**src/rtl/window_pkg.sv**
```systemverilog
// Shared constants and helpers for the sliding-window line buffer.
package window_pkg;

  // Default window edge when the parent does not override K.
  localparam int K_DEFAULT = 3;

  // Bits needed to hold a coordinate in 0..n-1 (never narrower than 1).
  function automatic int coord_w(input int n);
    return (n > 1) ? $clog2(n) : 1;
  endfunction

  // Row-major slot index of a window pixel; slot 0 is the top-left pixel.
  function automatic int slot_idx(input int row, input int col, input int k);
    return row * k + col;
  endfunction

endpackage

```
**src/rtl/line_buffer_ram.sv**
```systemverilog
// One image row of storage, single address port shared by read and write.
// rd_data shows the contents at addr as they were before this cycle's
// write lands, so a single access both fetches the older row's pixel and
// replaces it with the newer one. Contents are deliberately not reset.
module line_buffer_ram
  import window_pkg::*;
#(
  parameter int DEPTH = 340,
  parameter int WIDTH = 1,
  localparam int ADDR_W = coord_w(DEPTH)
) (
  input  logic              clk,
  input  logic              we,
  input  logic [ADDR_W-1:0] addr,
  input  logic [WIDTH-1:0]  wr_data,
  output logic [WIDTH-1:0]  rd_data
);

  logic [WIDTH-1:0] mem [DEPTH];

  assign rd_data = mem[addr];

  // Write the new column entry at the end of the cycle.
  always_ff @(posedge clk) begin
    if (we) begin
      mem[addr] <= wr_data;
    end
  end

endmodule

```
**src/rtl/window_line_buffer.sv**
```systemverilog
// K x K sliding-window generator over a raster pixel stream.
// K-1 row buffers plus a K x K column shift register; the shift register
// doubles as the window output register, since it only moves on an accept
// and accepts are blocked while a window is stalled.
// Optional build macro WIN_SUM_EN adds the win_sum output (sum of all
// window pixels, registered alongside win_data).
module window_line_buffer
  import window_pkg::*;
#(
  parameter int PIX_W = 1,
  parameter int IMG_W = 340,
  parameter int IMG_H = 440,
  parameter int K     = K_DEFAULT,
  localparam int ROW_W = coord_w(IMG_H),
  localparam int COL_W = coord_w(IMG_W),
  localparam int SUM_W = PIX_W + coord_w(K * K)
) (
  input  logic                   clk,
  input  logic                   rst,
  input  logic                   in_valid,
  output logic                   in_ready,
  input  logic [PIX_W-1:0]       in_pix,
  output logic                   win_valid,
  input  logic                   win_ready,
  output logic [K*K*PIX_W-1:0]   win_data,
  output logic [ROW_W-1:0]       win_row,
  output logic [COL_W-1:0]       win_col,
  output logic                   frame_done
`ifdef WIN_SUM_EN
  ,
  output logic [SUM_W-1:0]       win_sum
`endif
);

  localparam logic [COL_W-1:0] COL_LAST  = COL_W'(IMG_W - 1);
  localparam logic [ROW_W-1:0] ROW_LAST  = ROW_W'(IMG_H - 1);
  localparam logic [COL_W-1:0] COL_FIRST = COL_W'(K - 1);
  localparam logic [ROW_W-1:0] ROW_FIRST = ROW_W'(K - 1);

  logic             accept;
  logic             col_last;
  logic             row_last;
  logic             win_hit;
  logic [COL_W-1:0] col;
  logic [ROW_W-1:0] row;

  logic [PIX_W-1:0] lb_wdata [K-1];
  logic [PIX_W-1:0] lb_rdata [K-1];
  logic [PIX_W-1:0] col_vec  [K];
  logic [PIX_W-1:0] win_q    [K][K];

  assign in_ready = !win_valid || win_ready;
  assign accept   = in_valid && in_ready;
  assign col_last = (col == COL_LAST);
  assign row_last = (row == ROW_LAST);
  // Rows above K-1 would pull stale line-buffer data; columns below K-1
  // would pull pixels from the previous row or frame.
  assign win_hit  = (row >= ROW_FIRST) && (col >= COL_FIRST);

  // Raster position of the next pixel to be accepted.
  always_ff @(posedge clk) begin
    if (rst) begin
      col <= '0;
      row <= '0;
    end else if (accept) begin
      if (col_last) begin
        col <= '0;
        row <= row_last ? '0 : row + 1'b1;
      end else begin
        col <= col + 1'b1;
      end
    end
  end

  // Buffer j holds row r-1-j; each one passes its old entry down the chain.
  genvar j;
  generate
    for (j = 0; j < K - 1; j++) begin : g_lb
      if (j == 0) begin : g_head
        assign lb_wdata[j] = in_pix;
      end else begin : g_tail
        assign lb_wdata[j] = lb_rdata[j-1];
      end

      line_buffer_ram #(
        .DEPTH (IMG_W),
        .WIDTH (PIX_W)
      ) u_ram (
        .clk     (clk),
        .we      (accept),
        .addr    (col),
        .wr_data (lb_wdata[j]),
        .rd_data (lb_rdata[j])
      );

      // Oldest row goes to the top of the incoming column.
      assign col_vec[K-2-j] = lb_rdata[j];
    end
  endgenerate

  assign col_vec[K-1] = in_pix;

  // Shift the window one column left and append the incoming column.
  always_ff @(posedge clk) begin
    if (rst) begin
      for (int r = 0; r < K; r++) begin
        for (int c = 0; c < K; c++) begin
          win_q[r][c] <= '0;
        end
      end
    end else if (accept) begin
      for (int r = 0; r < K; r++) begin
        for (int c = 0; c < K - 1; c++) begin
          win_q[r][c] <= win_q[r][c+1];
        end
        win_q[r][K-1] <= col_vec[r];
      end
    end
  end

  // Flatten the window into row-major slots.
  always_comb begin
    win_data = '0;
    for (int r = 0; r < K; r++) begin
      for (int c = 0; c < K; c++) begin
        win_data[slot_idx(r, c, K)*PIX_W +: PIX_W] = win_q[r][c];
      end
    end
  end

  // Window handshake, coordinates and end-of-frame pulse.
  always_ff @(posedge clk) begin
    if (rst) begin
      win_valid  <= 1'b0;
      win_row    <= '0;
      win_col    <= '0;
      frame_done <= 1'b0;
    end else begin
      frame_done <= accept && row_last && col_last;
      if (accept && win_hit) begin
        win_valid <= 1'b1;
        win_row   <= row - ROW_FIRST;
        win_col   <= col - COL_FIRST;
      end else if (win_ready) begin
        win_valid <= 1'b0;
      end
    end
  end

`ifdef WIN_SUM_EN
  logic [SUM_W-1:0] sum_next;

  // Sum of the window as it will look after this accept.
  always_comb begin
    sum_next = '0;
    for (int r = 0; r < K; r++) begin
      for (int c = 1; c < K; c++) begin
        sum_next = sum_next + SUM_W'(win_q[r][c]);
      end
      sum_next = sum_next + SUM_W'(col_vec[r]);
    end
  end

  // Register the sum in lockstep with the window contents.
  always_ff @(posedge clk) begin
    if (rst) begin
      win_sum <= '0;
    end else if (accept) begin
      win_sum <= sum_next;
    end
  end
`else
  // Window data only; no pixel sum is produced in this build.
`endif

endmodule

```
**config.mk**
```make
export PLATFORM = sky130hd
export DESIGN_NAME = window_line_buffer
export DESIGN_NICKNAME = d
export VERILOG_FILES = /design/src/rtl/window_pkg.sv /design/src/rtl/line_buffer_ram.sv /design/src/rtl/window_line_buffer.sv
export SDC_FILE = /design/constraint.sdc
export NUM_CORES = 1
export LEC_CHECK = 0
export BUFFER_PORTS_ARGS = -buffer_cell sky130_fd_sc_hd__buf_4
export CAP_MARGIN = 20
export CORE_UTILIZATION = 38
export DETAILED_ROUTE_END_ITERATION = 7
export GPL_TIMING_DRIVEN = 0
export HOLD_SLACK_MARGIN = 0.06
export PLACE_DENSITY = 0.55
export SLEW_MARGIN = 20
export SYNTH_ARGS = -nofsm -noshare
export SYNTH_HDL_FRONTEND = slang
export SYNTH_SLANG_ARGS = --single-unit
```
**constraint.sdc**
```tcl
create_clock -name clk -period 14.1 [get_ports clk]
set_input_delay 1.41 -clock clk [delete_from_list [all_inputs] [get_ports clk]]
set_output_delay 1.41 -clock clk [all_outputs]
set_load 0.05 [all_outputs]
```
==> qor.csv <==
stage;metric;value;unit
run_status;outcome;finished clean;
power_and_ir_drop;P_leak;10.5;nW
job;Max-Cap Viols;0;
place;PortBufs;33;
critical_path;cell mode on critical path;buf_2;
global_routing;largest net degree at the start of global routing;123;
min_path;hold path cells;2;
power_and_ir_drop;total power draw;4.75;mW
drt;mean routed wirelength per cell;30.4;µm
sta;# setup viols final;0;
min_path;hold_sp;win_col[0]$_SDFFE_PP0P_;
floorplan;die width;283;µm
global_routing;global route total overflow;0;
synth;syn_nets;1838;
sta;Fmax;0.182;GHz
place;gp weighted congestion;0.877;
power_and_ir_drop;peak supply drop;0.0813;mV
synth;sequential area share after synthesis;71.9;%
power_and_ir_drop;Power Dens Cells;138;nW/µm²
place;DPL Wire Length;59.9;mm
finish;Area Overhead vs Synth;14.7;%
global_routing;initial antenna violation count;3;
power_and_ir_drop;Reg power frac;50.9;%
floorplan;Die ar.;80300;µm²
floorplan;Core Area;77800;µm²
clocking;cts hold-fix bufs;0;
power_and_ir_drop;Switching Share;21.7;%
clocking;clk slew on worst S/H paths;0.06;ns
synth;synthesized instance count;1823;
synth;Synth async-reset ratio;0;%
sta;clock skew;0.0357;ns
critical_path;critical path arrival;5.86;ns
synth;area fraction of the dominant cell type after synthesis;68.8;%
min_path;Worst Hold Endpoint;win_col[0]$_SDFFE_PP0P_;
sta;Hold Vio Cnt, Final;0;
floorplan;Top Ports;35;
clocking;Root Driver;clkbuf_16;
power_and_ir_drop;switching power;1.03;mW
finish;Antenna diodes;0;
sta;Tcrit/Tclk final;39.0;%
synth;cells taking the most area after synthesis;edfxtp_1, mux4_2, nor2_1;
clocking;CTS tree;yes;
place;Place WS;8.67;ns
synth;area leader, netlist;edfxtp_1;
clocking;post-CTS sizing;0;
synth;Post-synth top cells;edfxtp_1, nor2_1, mux4_2;
critical_path;Worst EP required;14.45;ns
synth;Yosys warning count;0;
min_path;worst hold path class;flip-flop to flip-flop;
synth;most numerous cell in the Yosys netlist;edfxtp_1;
sta;min cycle time layout;5.51;ns
clocking;clk_lat worst skew;0.63;ns
finish;fin nets;1965;
synth;most frequently used flop master after synthesis;edfxtp_1;
drt;post-route ant nets;0;
sta;Worst-Margin Slew;1.27;ns
critical_path;CP Buf/Inv Count;9;
critical_path;CP Cell Sequence;buf_2 > buf_4 > buf_2 > buf_2 > buf_2 > buf_1 > o21ai_0 > o211ai_1 > o311ai_0 > nor2b_4 > buf_12 > buf_16 > buf_12;
critical_path;Reg2Reg Capture Point;g_lb[1].u_ram.mem[37]$_DFFE_PP_;
power_and_ir_drop;Logic pwr share;5.7;%
critical_path;CP top delay family;buffers and inverters;
drt;post-DR vias/cell;5.82;
synth;number of synthesized flops with an enable pin;689;
global_routing;first-pass GRT wire length;130;mm
finish;layout cells sized above 1;19.5;%
sta;Relative slew margins;15.2;%
clocking;CTS buffer count;79;
critical_path;critical path startpoint category;flip-flop;
clocking;Max H-tree Level;3;
clocking;post-CTS setup buffer count;0;
clocking;Longest Clk Path Bufs;3;
critical_path;CP Capture Type;flip-flop;
critical_path;Setup CP Type;flip-flop to flip-flop;
clocking;clock sink count;736;
floorplan;Initial Util;38.6;%
finish;number of fill cells;6958;
drt;Initial DRC Count;2336;
global_routing;All-Layer GR Usage;23.0;%
critical_path;r2r worst-path depth;13;
drt;DRC;0;
synth;syn_area_per_cell;16.5;µm²
floorplan;row cnt;102;
global_routing;vias in the first global route;17700;
drt;drt pass-1 iters;5;
critical_path;slowest cell on the critical path;buf_1;
synth;synth unique cells;55;
critical_path;CP peak stage delay;0.91;ns
power_and_ir_drop;Int Power;3.72;mW
drt;routed vias;17700;
sta;Max Slew Vio Count;0;
floorplan;Die Span Y;283;µm
power_and_ir_drop;Clock Power Share;43.3;%
synth;#FFs+latches synth;736;
drt;Total Wirelength;92.8;mm
sta;fin worst setup slack;8.59;ns
synth;post-synthesis cell area;30100;µm²
critical_path;Reg2Reg Setup Slack;8.59;ns
critical_path;CP max FO;36;
sta;RSZ-0062 raised after global routing;no;
finish;final core utilization;44.3;%
==> stage by stage <==
| stage | instance area, µm² | TNS, ns | hold WS (ns) | std cells |
|---|---|---|---|---|
| global route | 34500 | 0 | 0.524 | 3048 |
| global placement | 31600 | -2791.22 | 0.490 | 2896 |
| finish | 34500 | 0 | 0.501 | 3048 |
| floorplan | 30100 | 0 | 0.499 | 1823 |
| CTS | 34500 | 0 | 0.507 | 3048 |
| detailed placement | 32000 | 0 | 0.489 | 2909 |
==> worst min-delay path: cells and delay by family, from the launching register on <==
kind	cells	cell delay (ns)
muxes	1	0.07
DFF	1	0.33
and+or+nand+nor	1	0.07
==> routing by layer <==
metal	share of wire (%)	GRT usage (%)
met1	41	31.6
met3	9.3	4.55
met2	47	36.3
met4	3.2	8.09
met5	0.014	0
==> power groups by stage <==
stage          registers, mW  clock network (mW)  logic (mW)
2_1_floorplan           2.49                   0       0.133
3_3_place_gp            2.51                   0       0.243
3_5_place_dp            2.47                   0       0.272
4_1_cts                 2.42                2.08       0.272
5_1_grt                 2.42                2.16       0.284
6_report                2.42                2.06       0.272
==> cell type report <==
type	instances	area (µm²)	area share, %
Buffer	138	678	1.96
Multi-Input combinational cell	937	7770	22.5
Inverter	12	45.0	0.131
Timing Repair Buffer	46	552	1.60
Sequential cell	736	21600	62.7
Tap cell	1040	1300	3.77
Clock buffer	107	2230	6.45
Clock inverter	32	315	0.914
==> state kept, by name, indices dropped and copies added (netlist names), named ones only <==
| signal | flops |
|---|---|
| win_col | 9 |
| frame_done | 1 |
| win_row | 9 |
| g_lb.u_ram.mem | 680 |
| row | 9 |
| win_q | 9 |
| col | 9 |
| win_valid | 1 |
==> kinds of logic (layout without fill, tap and decap cells) <==
group / count (synthesis) / in the layout / share of synthesized area (%)
compound gates: 137 / 137 / 3.24
xor+xnor: 24 / 24 / 0.699
fa+ha+maj: 10 / 10 / 0.416
buf+inv: 150 / 335 / 2.33
flops: 736 / 736 / 71.9
mux: 197 / 197 / 13.4
simple gates: 569 / 569 / 8.01
==> placed cells by master, fill, tap and decap left out, types with 19 or more instances in the layout <==
cell       count
a22oi_1       24
buf_2         24
buf_4         42
clkbuf_1      88
clkbuf_16     82
clkbuf_2      19
dfxtp_1       47
edfxtp_1     689
mux2i_1       26
mux4_2       164
nand2_1       55
nand3_1       26
nor2_1       392
o21ai_0       23
==> how the worst max path moves through the flow <==
stage | from | to | slack, ns | cells past startpoint
finish | flip-flop | g_lb[1].u_ram.mem[37]$_DFFE_PP_ | 8.59 | 13
floorplan | flip-flop | g_lb[1].u_ram.mem[0]$_DFFE_PP_ | 1.99 | 11
global route | flip-flop | g_lb[1].u_ram.mem[208]$_DFFE_PP_ | 8.57 | 13
global placement | flip-flop | g_lb[1].u_ram.mem[34]$_DFFE_PP_ | -8.23 | 10
CTS | flip-flop | g_lb[1].u_ram.mem[209]$_DFFE_PP_ | 8.63 | 13
detailed placement | flip-flop | g_lb[1].u_ram.mem[32]$_DFFE_PP_ | 8.67 | 13
No activity file was read; power rests on OpenSTA's default activity.
